===== src/rtl/max_array_sched.sv =====
// Stage sequencer for a row of max_block reduction tiles.
// Takes one layer configuration, then for each stage pulses the tiles
// through START -> STREAM -> DRAIN -> GAP, gating exactly DATA_NUM input
// beats per stage and waiting for the row's max-result window to close.
module max_array_sched #(
  parameter int NUM_BLOCKS = 4,
  parameter int DATA_NUM   = 192,
  parameter int DRAIN_MAX  = 1023,
  parameter int GAP_CYC    = 2
) (
  input  logic                    clk,
  input  logic                    rst,
  input  logic                    cfg_valid,
  output logic                    cfg_ready,
  input  logic [7:0]              cfg_num_stages,
  input  logic [NUM_BLOCKS-1:0]   cfg_block_mask,
  input  logic [1:0]              cfg_sel,
  input  logic [1:0]              cfg_last_sel,
  input  logic                    abort,
  input  logic                    in_valid,
  output logic                    in_ready,
  input  logic                    res_valid,
  output logic                    stage_start,
  output logic [NUM_BLOCKS-1:0]   block_en,
  output logic [2*NUM_BLOCKS-1:0] output_sel,
  output logic [7:0]              stage_idx,
  output logic                    busy,
  output logic                    done,
  output logic                    err
);

  typedef enum logic [2:0] {
    S_IDLE,
    S_START,
    S_STREAM,
    S_DRAIN,
    S_GAP
  } state_t;

  localparam logic [9:0] BEAT_LAST  = 10'(DATA_NUM - 1);
  localparam logic [9:0] DRAIN_LAST = 10'(DRAIN_MAX - 1);
  localparam logic [7:0] GAP_LAST   = 8'(GAP_CYC - 1);

  state_t                  state_q;
  logic [9:0]              beat_cnt_q;
  logic [9:0]              drain_cnt_q;
  logic [7:0]              gap_cnt_q;
  logic                    armed_q;      // res_valid seen high inside DRAIN
  logic [7:0]              last_idx_q;   // index of the final stage
  logic [NUM_BLOCKS-1:0]   mask_q;
  logic [1:0]              sel_q;
  logic [1:0]              last_sel_q;
  logic                    stage_start_q;
  logic [NUM_BLOCKS-1:0]   block_en_q;
  logic [2*NUM_BLOCKS-1:0] output_sel_q;
  logic [7:0]              stage_idx_q;
  logic                    busy_q;
  logic                    done_q;
  logic                    err_q;

  // Spread one 2-bit select code onto every enabled block; disabled blocks get 0.
  function automatic logic [2*NUM_BLOCKS-1:0] sel_map(input logic [NUM_BLOCKS-1:0] mask,
                                                       input logic [1:0] field);
    logic [2*NUM_BLOCKS-1:0] r;
    r = '0;
    for (int i = 0; i < NUM_BLOCKS; i++) begin
      if (mask[i]) r[2*i +: 2] = field;
    end
    return r;
  endfunction

  // Handshake readies decode straight from the state register.
  assign cfg_ready   = (state_q == S_IDLE);
  assign in_ready    = (state_q == S_STREAM);
  assign stage_start = stage_start_q;
  assign block_en    = block_en_q;
  assign output_sel  = output_sel_q;
  assign stage_idx   = stage_idx_q;
  assign busy        = busy_q;
  assign done        = done_q;
  assign err         = err_q;

  // Stage FSM; every registered output is loaded together with the state it belongs to.
  always_ff @(posedge clk) begin
    if (rst) begin
      state_q       <= S_IDLE;
      beat_cnt_q    <= '0;
      drain_cnt_q   <= '0;
      gap_cnt_q     <= '0;
      armed_q       <= 1'b0;
      last_idx_q    <= '0;
      mask_q        <= '0;
      sel_q         <= '0;
      last_sel_q    <= '0;
      stage_start_q <= 1'b0;
      block_en_q    <= '0;
      output_sel_q  <= '0;
      stage_idx_q   <= '0;
      busy_q        <= 1'b0;
      done_q        <= 1'b0;
      err_q         <= 1'b0;
    end else if (abort) begin
      // Abandon the layer without a done pulse; err keeps its value.
      state_q       <= S_IDLE;
      beat_cnt_q    <= '0;
      drain_cnt_q   <= '0;
      gap_cnt_q     <= '0;
      armed_q       <= 1'b0;
      stage_start_q <= 1'b0;
      block_en_q    <= '0;
      output_sel_q  <= '0;
      busy_q        <= 1'b0;
      done_q        <= 1'b0;
    end else begin
      done_q <= 1'b0;
      case (state_q)
        S_IDLE: begin
          if (cfg_valid) begin
            last_idx_q    <= (cfg_num_stages == 8'd0) ? 8'd0 : cfg_num_stages - 8'd1;
            mask_q        <= cfg_block_mask;
            sel_q         <= cfg_sel;
            last_sel_q    <= cfg_last_sel;
            err_q         <= 1'b0;
            stage_idx_q   <= 8'd0;
            stage_start_q <= 1'b1;
            block_en_q    <= cfg_block_mask;
            // A one-stage layer starts directly on its final stage.
            output_sel_q  <= sel_map(cfg_block_mask,
                                     (cfg_num_stages <= 8'd1) ? cfg_last_sel : cfg_sel);
            busy_q        <= 1'b1;
            state_q       <= S_START;
          end
        end
        S_START: begin
          beat_cnt_q <= '0;
          state_q    <= S_STREAM;
        end
        S_STREAM: begin
          if (in_valid) begin
            if (beat_cnt_q == BEAT_LAST) begin
              beat_cnt_q  <= '0;
              drain_cnt_q <= '0;
              armed_q     <= 1'b0;
              state_q     <= S_DRAIN;
            end else begin
              beat_cnt_q <= beat_cnt_q + 10'd1;
            end
          end
        end
        S_DRAIN: begin
          // A fall only counts once res_valid has been seen high during DRAIN.
          if ((armed_q && !res_valid) || (drain_cnt_q == DRAIN_LAST)) begin
            if (!(armed_q && !res_valid)) err_q <= 1'b1;
            stage_start_q <= 1'b0;
            gap_cnt_q     <= '0;
            done_q        <= (GAP_CYC == 1) && (stage_idx_q == last_idx_q);
            state_q       <= S_GAP;
          end else begin
            drain_cnt_q <= drain_cnt_q + 10'd1;
            if (res_valid) armed_q <= 1'b1;
          end
        end
        S_GAP: begin
          if (gap_cnt_q == GAP_LAST) begin
            if (stage_idx_q == last_idx_q) begin
              block_en_q   <= '0;
              output_sel_q <= '0;
              busy_q       <= 1'b0;
              state_q      <= S_IDLE;
            end else begin
              stage_idx_q   <= stage_idx_q + 8'd1;
              stage_start_q <= 1'b1;
              output_sel_q  <= sel_map(mask_q,
                                       (stage_idx_q + 8'd1 == last_idx_q) ? last_sel_q : sel_q);
              state_q       <= S_START;
            end
          end else begin
            gap_cnt_q <= gap_cnt_q + 8'd1;
            // done shows in the final GAP cycle so busy drops right after it.
            done_q    <= (gap_cnt_q + 8'd1 == GAP_LAST) && (stage_idx_q == last_idx_q);
          end
        end
        default: state_q <= S_IDLE;
      endcase
    end
  end

endmodule


===== config.mk =====
export PLATFORM = sky130hd
export DESIGN_NAME = max_array_sched
export DESIGN_NICKNAME = d
export VERILOG_FILES = /design/src/rtl/max_array_sched.sv
export SDC_FILE = /design/constraint.sdc
export NUM_CORES = 1
export LEC_CHECK = 0
export CAP_MARGIN = 10
export CORE_MARGIN = 8
export CORE_UTILIZATION = 45
export CTS_CLUSTER_SIZE = 16
export DETAILED_ROUTE_END_ITERATION = 8
export PLACE_DENSITY = 0.67
export SLEW_MARGIN = 10
export SYNTH_ARGS = -nofsm -noshare
export SYNTH_HDL_FRONTEND = slang
export SYNTH_SLANG_ARGS = --single-unit

===== constraint.sdc =====
create_clock -name clk -period 5.55 [get_ports clk]
set_input_delay 1.11 -clock clk [delete_from_list [all_inputs] [get_ports clk]]
set_output_delay 1.11 -clock clk [all_outputs]
set_load 0.01 [all_outputs]

==> impl_metrics.prom, run 1 <==
# TYPE chip_impl_metric gauge
chip_impl_info{name="criticalPathCategory",value="primary input to flip-flop"} 1
chip_impl_metric{name="final_hold_viol_count",unit=""} 0
chip_impl_metric{name="dpl.hpwl",unit="um"} 7050
chip_impl_metric{name="grt_max_degree",unit=""} 22
chip_impl_metric{name="route.antenna.remaining_nets",unit=""} 0
chip_impl_info{name="worst_setup_path_start_kind",value="primary input"} 1
chip_impl_info{name="post-synth-top-area-cell",value="dfxtp_1"} 1
chip_impl_metric{name="ir_drop",unit="V"} 0.000122
chip_impl_metric{name="design_power_total",unit="uW"} 1140
chip_impl_metric{name="power.static_leakage",unit="uW"} 0.00165
chip_impl_info{name="dominantRegCellSynth",value="dfxtp_1"} 1
chip_impl_metric{name="routedLengthMet1",unit="um"} 4650
chip_impl_metric{name="clk_pin_slew",unit="ns"} 0.08
chip_impl_metric{name="worst_slew_pin_slew",unit="ns"} 1.04
chip_impl_metric{name="timing.hold.worst_path_depth",unit=""} 2
chip_impl_info{name="tritoncts_clock_tree",value="built"} 1
chip_impl_info{name="cts_root_buffer",value="clkbuf_8"} 1
chip_impl_metric{name="worst_ep_required",unit="ns"} 5.81
chip_impl_metric{name="detail_routed_net_length_per_standard_cell",unit="um"} 15.6
chip_impl_metric{name="placed_area",unit="um^2"} 4470
chip_impl_metric{name="cts.sink_count",unit=""} 72
chip_impl_metric{name="yosys_warnings",unit=""} 0
chip_impl_metric{name="gpl.final_weighted_congestion",unit=""} 0.819
chip_impl_metric{name="netlist-cell-type-count",unit=""} 62
chip_impl_metric{name="hold_slack",unit="ns"} 0.485
chip_impl_metric{name="numPortBuffers",unit=""} 47
chip_impl_metric{name="clk_path_buf_depth",unit=""} 2
chip_impl_metric{name="synthesis.area_per_instance",unit="um^2"} 8.49
chip_impl_info{name="r2r_endpoint",value="block_en[3]"} 1
chip_impl_metric{name="flow.area_growth_from_synthesis",unit="%"} 19.3
chip_impl_metric{name="netlist.area_leader.share",unit=""} 0.366
chip_impl_metric{name="nets",unit=""} 534
chip_impl_metric{name="cts_made_buffers",unit=""} 9
chip_impl_metric{name="synth_edf_count",unit=""} 0
chip_impl_info{name="end_kind",value="flip-flop"} 1
chip_impl_metric{name="postCtsHoldBufs",unit=""} 0
chip_impl_metric{name="mappedNetlistNets",unit=""} 495
chip_impl_metric{name="drv_slew",unit=""} 0
chip_impl_info{name="hp-class",value="flip-flop to flip-flop"} 1
chip_impl_metric{name="seq_area_frac_synth",unit=""} 0.366
chip_impl_metric{name="chipHeight",unit="um"} 110
chip_impl_info{name="ys_top_cells_by_area",value="dfxtp_1, nor2_1, xor2_1"} 1
chip_impl_metric{name="grt_antenna_before_repair",unit=""} 0
chip_impl_metric{name="fin_area",unit="um^2"} 4700
chip_impl_metric{name="max_cap_violations",unit=""} 0
chip_impl_metric{name="first_iter_violations",unit=""} 146
chip_impl_metric{name="reg2regPathDepth",unit=""} 8
chip_impl_metric{name="synth_seq_cells",unit=""} 72
chip_impl_metric{name="clk_latency_worst_skew_pair",unit="ns"} 0.35
chip_impl_metric{name="min_period_over_period",unit=""} 0.571
chip_impl_metric{name="route.met2.wl",unit="um"} 4350
chip_impl_metric{name="power_per_cell_area",unit="nW/um^2"} 243
chip_impl_metric{name="max_slew_margin",unit=""} 0.302
chip_impl_metric{name="synth_area",unit="um^2"} 3940
chip_impl_metric{name="post-route-min-period",unit="ns"} 3.17
chip_impl_metric{name="synth_async_sr_flop_share",unit=""} 0
chip_impl_metric{name="report.final.setup_viol",unit=""} 0
chip_impl_metric{name="timing.clock.skew",unit="ns"} 0.0132
chip_impl_metric{name="max_clock_freq",unit="GHz"} 0.316
chip_impl_info{name="timing.critical_path.from",value="cfg_valid"} 1
chip_impl_info{name="timing.rr.start",value="gap_cnt_q[1]"} 1
chip_impl_metric{name="route.detailed.vias_per_inst",unit=""} 5.53
chip_impl_metric{name="post_synth_inst_count",unit=""} 464
chip_impl_metric{name="grtUsageTotal",unit=""} 0.166
chip_impl_metric{name="cp_data_arrival_time",unit="ns"} 3.43
chip_impl_metric{name="timing.critical_path.fanout_max",unit=""} 19
chip_impl_metric{name="layout-drive-gt1-share",unit=""} 0.0866
chip_impl_metric{name="design.die.area",unit="um^2"} 12000
chip_impl_metric{name="drt_pass1_iterations",unit=""} 4
chip_impl_info{name="highest-signal-layer",value="met4"} 1
chip_impl_metric{name="cts.htree.levels",unit=""} 3
chip_impl_metric{name="core-area",unit="um^2"} 8590
chip_impl_metric{name="core.rowCount",unit=""} 34
chip_impl_metric{name="antenna_diode_count",unit=""} 0
chip_impl_metric{name="regToRegSetupSlack",unit="ns"} 2.96
chip_impl_metric{name="starting_density",unit=""} 0.458
chip_impl_info{name="grt_setup_unrepaired",value="false"} 1
chip_impl_metric{name="post-route-drc-count",unit=""} 0
chip_impl_metric{name="wire_length_of_the_first_global_routing_pass",unit="um"} 15900
chip_impl_metric{name="dr_total_vias",unit=""} 3406
chip_impl_metric{name="wirelength",unit="um"} 9630
chip_impl_info{name="run_status",value="finished, final reports clean"} 1
chip_impl_metric{name="postCtsSetupRepairBufs",unit=""} 0
chip_impl_metric{name="cts_resized",unit=""} 0
chip_impl_info{name="crit_end",value="last_idx_q[6]"} 1
chip_impl_metric{name="dr_wl_met3",unit="um"} 506
chip_impl_metric{name="setup-tns-final",unit="ns"} 0
chip_impl_metric{name="top_level_ports",unit=""} 48
chip_impl_metric{name="grt_overflow_total",unit=""} 0
chip_impl_metric{name="floorplan.die.width",unit="um"} 110
chip_impl_metric{name="first_global_vias",unit=""} 3203
cells in the mapped netlist (4+ instances only):
cell type,count
nand3b_1,5
a22oi_1,13
clkbuf_1,11
nor2_1,54
buf_2,7
a31oi_2,7
and3_1,9
ha_1,9
xor2_1,23
a31oi_1,5
nand4_1,7
inv_1,11
mux2_2,6
nand4b_1,4
xnor2_1,13
and4_1,4
or3_1,4
dfxtp_1,72
o21ai_1,6
nor2b_1,6
nand2_1,42
a211oi_1,4
o21ai_0,18
nor3_1,15
and2_1,5
nand2b_1,4
nand3_1,25
a21oi_1,28
cell families after synthesis:
family	count (synthesis)	share of synthesized area
AND/OR/NAND/NOR	206	0.287
adder cells (fa/ha/maj)	9	0.0286
flip-flops	72	0.366
AO/OA/AOI/OAI	99	0.176
XOR/XNOR	36	0.0801
buffers and inverters	31	0.0327
multiplexers	11	0.0305
sequential cells by signal, summed over array words and instances (netlist names), 2 cells and up:
signal       cells
output_sel       8
last_sel_q       2
mask_q           4
drain_cnt_q     10
last_idx_q       8
beat_cnt_q      10
block_en         4
sel_q            2
gap_cnt_q        8
state_q          3
stage_idx        8
metrics by stage:
step / worst slack, ns / utilization / cells
global route: 2.10 / 0.547 / 616
floorplan: 3.17 / - / 464
CTS: 2.40 / 0.547 / 616
global placement: 2.15 / 0.520 / 600
finish: 2.38 / 0.547 / 616
detailed placement: 2.08 / 0.520 / 600
how the worst min path moves through the flow:
stage                              from            end  slack (ns)
after floorplan           beat_cnt_q[1]  beat_cnt_q[1]        0.45
after global placement    beat_cnt_q[1]  beat_cnt_q[1]        0.47
after detailed placement  beat_cnt_q[1]  beat_cnt_q[1]        0.48
after CTS                 beat_cnt_q[1]  beat_cnt_q[1]        0.49
after global routing      beat_cnt_q[1]  beat_cnt_q[1]        0.51
final                     beat_cnt_q[1]  beat_cnt_q[1]        0.48
metal layers:
metal	global-route usage	vias to the layer above
met3	0.0340	10
met2	0.264	60
met4	0.0579	0
met1	0.219	1597
met5	0	-
li1	-	1739
worst max-delay path: stages:
cell             delay, ns
clkdlybuf4s50_1       0.50
inv_1                 0.08
nor4_2                0.47
nand2b_1              0.55
a31oi_2               0.47
a22oi_1               0.12
nor2_1                0.12
layout by cell type (no fill, tap or decap), types with 9 or more instances in the layout:
cell | Yosys | layout
dfxtp_1 | 72 | 72
a22oi_1 | 13 | 13
nor2_1 | 54 | 54
xnor2_1 | 13 | 13
and3_1 | 9 | 9
xor2_1 | 23 | 23
inv_1 | 11 | 11
clkdlybuf4s50_1 | 0 | 47
o21ai_0 | 18 | 18
ha_1 | 9 | 9
nand2_1 | 42 | 42
nand3_1 | 25 | 25
nor3_1 | 15 | 14
a21oi_1 | 28 | 28
clkbuf_8 | 0 | 11
report_power, final:
group	switching, uW	internal (uW)
combinational	68.9	54.7
clock	199	279
sequential	14.2	528
final cells by class:
type                            count  area (um^2)
Timing Repair Buffer               47          470
Multi-Input combinational cell    361         2370
Clock buffer                       12          155
Clock inverter                      4         76.3
Tap cell                          108          135
Inverter                           12         45.0
Fill cell                         786         3900
Sequential cell                    72         1440
Power figures use the tool's default switching activity.
==> run 2, diff against run 1 <==
==> constraint.sdc (replaced) <==
create_clock -name clk -period 3.1 [get_ports clk]
set_input_delay 0.62 -clock clk [delete_from_list [all_inputs] [get_ports clk]]
set_output_delay 0.62 -clock clk [all_outputs]
set_load 0.01 [all_outputs]
==> run 2 against run 1 <==
Flip-flop and latch count is the same; global-route usage is essentially flat; clock power grew 60%; critical endpoint is now in_ready; non-clock buffer count grew 7.
==> impl_metrics.prom, run 2 (synthesis results as in run 1) <==
# TYPE chip_impl_metric gauge
chip_impl_metric{name="drv_slew",unit=""} 0
chip_impl_metric{name="grt_max_degree",unit=""} 22
chip_impl_metric{name="cp.depth",unit=""} 3
chip_impl_metric{name="starting_density",unit=""} 0.458
chip_impl_info{name="end_kind",value="primary output"} 1
chip_impl_info{name="r2r_endpoint",value="output_sel[6]"} 1
chip_impl_metric{name="switching_power",unit="uW"} 523
chip_impl_metric{name="cp.buffers_inverters",unit=""} 2
chip_impl_metric{name="regToRegSetupSlack",unit="ns"} 0.72
chip_impl_metric{name="design.die.area",unit="um^2"} 12000
chip_impl_metric{name="slowest_delay",unit="ns"} 0.62
chip_impl_metric{name="clk_pin_slew",unit="ns"} 0.08
chip_impl_metric{name="postCtsHoldBufs",unit=""} 0
chip_impl_info{name="run_status",value="finished, final reports clean"} 1
chip_impl_metric{name="numPortBuffers",unit=""} 47
chip_impl_metric{name="cts.htree.levels",unit=""} 3
chip_impl_metric{name="cp_data_arrival_time",unit="ns"} 2.04
chip_impl_metric{name="wire_length_of_the_first_global_routing_pass",unit="um"} 16200
chip_impl_metric{name="layout-drive-gt1-share",unit=""} 0.101
chip_impl_metric{name="final_hold_viol_count",unit=""} 0
chip_impl_metric{name="clk_latency_worst_skew_pair",unit="ns"} 0.34
chip_impl_info{name="hp-class",value="flip-flop to flip-flop"} 1
chip_impl_metric{name="dpl.hpwl",unit="um"} 7200
chip_impl_metric{name="reg2regPathDepth",unit=""} 7
chip_impl_info{name="most-common-layout-cells",value="dfxtp_1, nor2_1, clkdlybuf4s50_1"} 1
chip_impl_metric{name="setup-tns-final",unit="ns"} 0
chip_impl_metric{name="grtUsageTotal",unit=""} 0.166
chip_impl_metric{name="cts.sink_count",unit=""} 72
chip_impl_metric{name="max_clock_freq",unit="GHz"} 0.375
chip_impl_metric{name="max_cap_violations",unit=""} 0
chip_impl_info{name="biggestRegsByFlops",value="beat_cnt_q: 10 flops, drain_cnt_q: 10 flops"} 1
chip_impl_metric{name="ir_drop",unit="V"} 0.000214
chip_impl_metric{name="postCtsSetupRepairBufs",unit=""} 0
chip_impl_metric{name="clk_path_buf_depth",unit=""} 2
chip_impl_info{name="crit_path_cell_trace",value="or3b_1 -> inv_2 -> clkdlybuf4s50_1"} 1
chip_impl_metric{name="detail_routed_net_length_per_standard_cell",unit="um"} 15.4
chip_impl_info{name="timing.rr.start",value="stage_idx[0]"} 1
chip_impl_metric{name="flow.area_growth_from_synthesis",unit="%"} 19.9
chip_impl_info{name="cts_root_buffer",value="clkbuf_8"} 1
chip_impl_info{name="timing.critical_path.from",value="state_q[1]"} 1
chip_impl_metric{name="share_seq_of_total_power",unit=""} 0.493
chip_impl_metric{name="drt_pass1_iterations",unit=""} 4
chip_impl_info{name="final_common_cell",value="dfxtp_1"} 1
chip_impl_metric{name="power.share.clock",unit=""} 0.389
chip_impl_metric{name="min_period_over_period",unit=""} 0.859
chip_impl_metric{name="cts_resized",unit=""} 0
chip_impl_metric{name="wirelength",unit="um"} 9600
chip_impl_info{name="criticalPathCategory",value="flip-flop to primary output"} 1
chip_impl_metric{name="post-route-min-period",unit="ns"} 2.66
chip_impl_metric{name="report.final.setup_viol",unit=""} 0
chip_impl_metric{name="timing.clock.skew",unit="ns"} 0.00386
chip_impl_metric{name="core.rowCount",unit=""} 34
chip_impl_metric{name="chipHeight",unit="um"} 110
chip_impl_metric{name="power.static_leakage",unit="uW"} 0.00167
chip_impl_metric{name="timing.critical_path.fanout_max",unit=""} 13
chip_impl_metric{name="gpl.final_weighted_congestion",unit=""} 0.834
chip_impl_metric{name="design_power_total",unit="uW"} 1970
chip_impl_info{name="worst_path_dominant_cell_family",value="buffers and inverters"} 1
chip_impl_metric{name="max_slew_margin",unit=""} 0.519
chip_impl_metric{name="floorplan.die.width",unit="um"} 110
chip_impl_metric{name="route.detailed.vias_per_inst",unit=""} 5.63
chip_impl_metric{name="nets",unit=""} 541
chip_impl_info{name="tritoncts_clock_tree",value="built"} 1
chip_impl_metric{name="dr_total_vias",unit=""} 3507
chip_impl_metric{name="cts_made_buffers",unit=""} 9
chip_impl_metric{name="grt_antenna_before_repair",unit=""} 0
chip_impl_info{name="grt_setup_unrepaired",value="false"} 1
chip_impl_metric{name="route.antenna.remaining_nets",unit=""} 0
chip_impl_metric{name="post-route-drc-count",unit=""} 0
chip_impl_info{name="crit_end",value="in_ready"} 1
chip_impl_metric{name="first_iter_violations",unit=""} 154
chip_impl_metric{name="antenna_diode_count",unit=""} 0
chip_impl_metric{name="p_sw_frac",unit=""} 0.265
chip_impl_metric{name="first_global_vias",unit=""} 3321
chip_impl_info{name="critical_path.slowest_cell",value="dfxtp_1"} 1
chip_impl_metric{name="internal_power",unit="uW"} 1450
chip_impl_metric{name="top_level_ports",unit=""} 48
chip_impl_info{name="worst_setup_path_start_kind",value="flip-flop"} 1
chip_impl_metric{name="filler_cell_count",unit=""} 827
chip_impl_metric{name="core-area",unit="um^2"} 8590
chip_impl_metric{name="power_per_cell_area",unit="nW/um^2"} 417
chip_impl_metric{name="worst_slew_pin_slew",unit="ns"} 0.717
chip_impl_metric{name="grt_overflow_total",unit=""} 0
chip_impl_metric{name="worst_ep_required",unit="ns"} 2.48
chip_impl_metric{name="comb_power_share",unit=""} 0.118
## run 2: cell count changes in the layout (fill, tap and decap cells not counted), sizes merged
| cell | change |
|---|---|
| bufinv | -1 |
| clkinvlp | +1 |
| clkinv | +1 |
| inv | +1 |
| buf | +7 |
| clkbuf | -2 |
## run 2: routing by layer
metal	up-vias	track usage	share of wire
li1	1750	-	-
met3	15	0.0299	0.055
met2	84	0.275	0.46
met5	-	0	0
met4	0	0.0617	0.013
met1	1658	0.211	0.47
## run 2: how the worst min path moves through the flow
stage                   from             to  cells past startpoint
2_1_floorplan  beat_cnt_q[1]  beat_cnt_q[1]                      2
3_3_place_gp   beat_cnt_q[1]  beat_cnt_q[1]                      2
3_5_place_dp   beat_cnt_q[1]  beat_cnt_q[1]                      2
4_1_cts        beat_cnt_q[1]  beat_cnt_q[1]                      2
5_1_grt                 busy           busy                      2
6_report       beat_cnt_q[1]  beat_cnt_q[1]                      2
## run 2: tightest hold or removal path: cells and delay by family, from the launching register on
family	cells	cell delay, ns
AO/OA/AOI/OAI	1	0.05
AND/OR/NAND/NOR	1	0.06
flip-flops	1	0.33
## run 2: area by class of cell
class                   instances  area, um^2  area share
well taps                     108         135      0.0286
multi-input cells             361        2370       0.503
inverters                      12        45.0     0.00954
clock buffers                  10         138      0.0291
clock inverters                 6        67.6      0.0143
flip-flops and latches         72        1440       0.305
repair buffers                 54         523       0.111
## run 2: metrics by stage
stage	cells	worst slack, ns	cell area [um^2]	util	hold slack (ns)
6_report	623	0.437	4720	0.550	0.481
3_3_place_gp	607	0.503	4520	0.526	0.465
5_1_grt	623	0.331	4720	0.550	0.516
2_1_floorplan	464	0.950	3940	-	0.454
3_5_place_dp	607	0.482	4520	0.526	0.475
4_1_cts	623	0.440	4720	0.550	0.486
## run 2: power by group through the flow
stage | Combinational, uW | Sequential, uW | Clock [uW]
detailed placement | 232 | 993 | 0
finish | 232 | 971 | 765
floorplan | 137 | 987 | 0
global placement | 227 | 992 | 0
global route | 254 | 975 | 820
CTS | 234 | 971 | 783
==> run 3, diff against run 2 <==
--- a/config.mk
+++ b/config.mk
@@ -10,7 +10,7 @@
 export CORE_UTILIZATION = 45
 export CTS_CLUSTER_SIZE = 16
 export DETAILED_ROUTE_END_ITERATION = 8
-export PLACE_DENSITY = 0.67
+export DONT_BUFFER_PORTS = 1
 export SLEW_MARGIN = 10
 export SYNTH_ARGS = -nofsm -noshare
 export SYNTH_HDL_FRONTEND = slang
==> constraint.sdc (replaced) <==
create_clock -name clk -period 2.8 [get_ports clk]
set_input_delay 0.56 -clock clk [delete_from_list [all_inputs] [get_ports clk]]
set_output_delay 0.56 -clock clk [all_outputs]
set_load 0.01 [all_outputs]
==> run 3 against run 2 <==
Flip-flop and latch count did not move; clock power rose by 32%; die area did not move; largest power group unchanged; global-route usage fell by 0.61 points; count of clock-buffer cells in the layout did not move; first-iteration DRC count fell by 15%; final cell count fell by 7.5%; routed wire length fell by 5.6%; core utilization fell by 5.0 points; critical endpoint is now output_sel[0]; via count fell by 6.8%; clock skew rose by 0.013 ns; worst setup slack got worse by 0.013 ns; largest cell class unchanged.
==> impl_metrics.prom, run 3 (synthesis results as in run 1) <==
# TYPE chip_impl_metric gauge
chip_impl_info{name="final_common_cell",value="dfxtp_1"} 1
chip_impl_metric{name="final_hold_viol_count",unit=""} 0
chip_impl_metric{name="multiInputGateArea",unit="um^2"} 2370
chip_impl_metric{name="drt_pass1_iterations",unit=""} 4
chip_impl_info{name="end_kind",value="flip-flop"} 1
chip_impl_metric{name="grtUsageTotal",unit=""} 0.160
chip_impl_metric{name="postCtsHoldBufs",unit=""} 0
chip_impl_metric{name="placed_area",unit="um^2"} 4060
chip_impl_metric{name="final_cell_count_no_fill",unit=""} 576
chip_impl_metric{name="cts.htree.levels",unit=""} 3
chip_impl_metric{name="max_cap_violations",unit=""} 0
chip_impl_metric{name="route.antenna.remaining_nets",unit=""} 0
chip_impl_metric{name="timing.hold.worst_path_depth",unit=""} 1
chip_impl_metric{name="regArea",unit="um^2"} 1440
chip_impl_info{name="grt_setup_unrepaired",value="false"} 1
chip_impl_metric{name="starting_density",unit=""} 0.458
chip_impl_metric{name="gpl.final_weighted_congestion",unit=""} 0.804
chip_impl_info{name="tritoncts_clock_tree",value="built"} 1
chip_impl_metric{name="cts.sink_count",unit=""} 72
chip_impl_metric{name="first_iter_violations",unit=""} 131
chip_impl_metric{name="filler_cell_count",unit=""} 852
chip_impl_metric{name="post-route-drc-count",unit=""} 0
chip_impl_info{name="criticalPathCategory",value="flip-flop to flip-flop"} 1
chip_impl_metric{name="detail_routed_net_length_per_standard_cell",unit="um"} 15.7
chip_impl_metric{name="postLayoutSetupSlackWorst",unit="ns"} 0.424
chip_impl_metric{name="power_per_cell_area",unit="nW/um^2"} 529
chip_impl_info{name="hp-class",value="primary input to flip-flop"} 1
chip_impl_metric{name="design.die.area",unit="um^2"} 12000
chip_impl_metric{name="antenna_diode_count",unit=""} 0
chip_impl_info{name="worst_setup_path_start_kind",value="flip-flop"} 1
chip_impl_metric{name="max_clock_freq",unit="GHz"} 0.421
chip_impl_metric{name="regToRegSetupSlack",unit="ns"} 0.42
chip_impl_metric{name="clk_path_buf_depth",unit=""} 2
chip_impl_metric{name="power.static_leakage",unit="uW"} 0.00152
chip_impl_metric{name="ir_drop",unit="V"} 0.000223
chip_impl_metric{name="post-place-cells",unit=""} 561
chip_impl_info{name="biggestRegsByFlops",value="beat_cnt_q: 10 flops, drain_cnt_q: 10 flops"} 1
chip_impl_metric{name="dpl.hpwl",unit="um"} 6780
chip_impl_metric{name="layout-drive-gt1-share",unit=""} 0.111
chip_impl_metric{name="clk_latency_worst_skew_pair",unit="ns"} 0.35
chip_impl_metric{name="core.rowCount",unit=""} 34
chip_impl_info{name="run_status",value="finished, final reports clean"} 1
chip_impl_metric{name="post-route-min-period",unit="ns"} 2.38
chip_impl_metric{name="reg2regPathDepth",unit=""} 7
chip_impl_metric{name="setup-tns-final",unit="ns"} 0
chip_impl_metric{name="grt_antenna_before_repair",unit=""} 0
chip_impl_metric{name="timing.clock.skew",unit="ns"} 0.0165
chip_impl_metric{name="core-area",unit="um^2"} 8590
chip_impl_info{name="cts_root_buffer",value="clkbuf_8"} 1
chip_impl_metric{name="floorplan.die.width",unit="um"} 110
chip_impl_metric{name="fin_area",unit="um^2"} 4300
chip_impl_metric{name="grt_overflow_total",unit=""} 0
chip_impl_metric{name="drv_slew",unit=""} 0
chip_impl_metric{name="nets",unit=""} 495
chip_impl_metric{name="post-route-util",unit=""} 0.500
chip_impl_metric{name="wire_length_of_the_first_global_routing_pass",unit="um"} 15400
chip_impl_metric{name="worst_ep_required",unit="ns"} 3.08
chip_impl_metric{name="report.final.setup_viol",unit=""} 0
chip_impl_metric{name="pre_cts_slack",unit="ns"} 0.462
chip_impl_metric{name="chipHeight",unit="um"} 110
chip_impl_metric{name="max_slew_margin",unit=""} 0.545
chip_impl_metric{name="grt_max_degree",unit=""} 22
chip_impl_metric{name="timing.critical_path.fanout_max",unit=""} 8
chip_impl_metric{name="min_period_over_period",unit=""} 0.849
chip_impl_metric{name="route.detailed.vias_per_inst",unit=""} 5.67
chip_impl_metric{name="first_global_vias",unit=""} 3144
chip_impl_info{name="most-common-layout-cells",value="dfxtp_1, nor2_1, nand2_1"} 1
chip_impl_metric{name="cp_data_arrival_time",unit="ns"} 2.65
chip_impl_metric{name="dr_total_vias",unit=""} 3268
chip_impl_metric{name="cts_made_buffers",unit=""} 9
chip_impl_metric{name="clk_pin_slew",unit="ns"} 0.09
chip_impl_metric{name="postCtsSetupRepairBufs",unit=""} 0
chip_impl_metric{name="wirelength",unit="um"} 9060
chip_impl_metric{name="cts_resized",unit=""} 0
chip_impl_metric{name="worst_slew_pin_slew",unit="ns"} 0.677
chip_impl_metric{name="flow.area_growth_from_synthesis",unit="%"} 9.12
chip_impl_metric{name="numPortBuffers",unit=""} 0
chip_impl_metric{name="top_level_ports",unit=""} 48
==> run 3: cell type report <==
cell class | instances | share of cell area
multi-input combinational | 361 | 0.552
sequential | 72 | 0.335
clock buffer | 10 | 0.0320
tap | 108 | 0.0314
clock inverter | 5 | 0.0245
timing repair buffer | 8 | 0.0140
inverter | 12 | 0.0105
==> run 3: power by group <==
part	switching (uW)	total, uW	internal, uW
clock network	397	1010	611
registers	31.5	1080	1050
logic	112	185	72.6
==> run 3: per-layer routing <==
metal,vias to the layer above,routed length [um],track usage,part of all wire
met5,-,0,0,0
met4,0,116,0.0723,0.013
met3,10,592,0.0469,0.065
met2,60,4370,0.265,0.48
met1,1542,3990,0.188,0.44
li1,1656,-,-,-
==> run 3: metrics by stage <==
stage	power, uW	hold slack (ns)
floorplan	1240	0.454
global placement	1290	0.468
detailed placement	1290	0.481
CTS	2290	0.254
global route	2360	0.250
finish	2270	0.262
==> run 3: path summary, 6_finish.rpt <==
| check | to | start |
|---|---|---|
| min | last_idx_q[7] | rst |
| min reg2reg | beat_cnt_q[1] | beat_cnt_q[1] |
| max reg2reg | output_sel[0] | stage_idx[1] |
| max | output_sel[0] | stage_idx[1] |
==> run 3: worst max-delay path: stages (launching register included) <==
cell,delay [ns]
dfxtp_1,0.50
ha_1,0.27
or2b_1,0.25
o211a_1,0.22
o32ai_2,0.30
nand4_4,0.22
mux2_1,0.38
a31oi_1,0.15
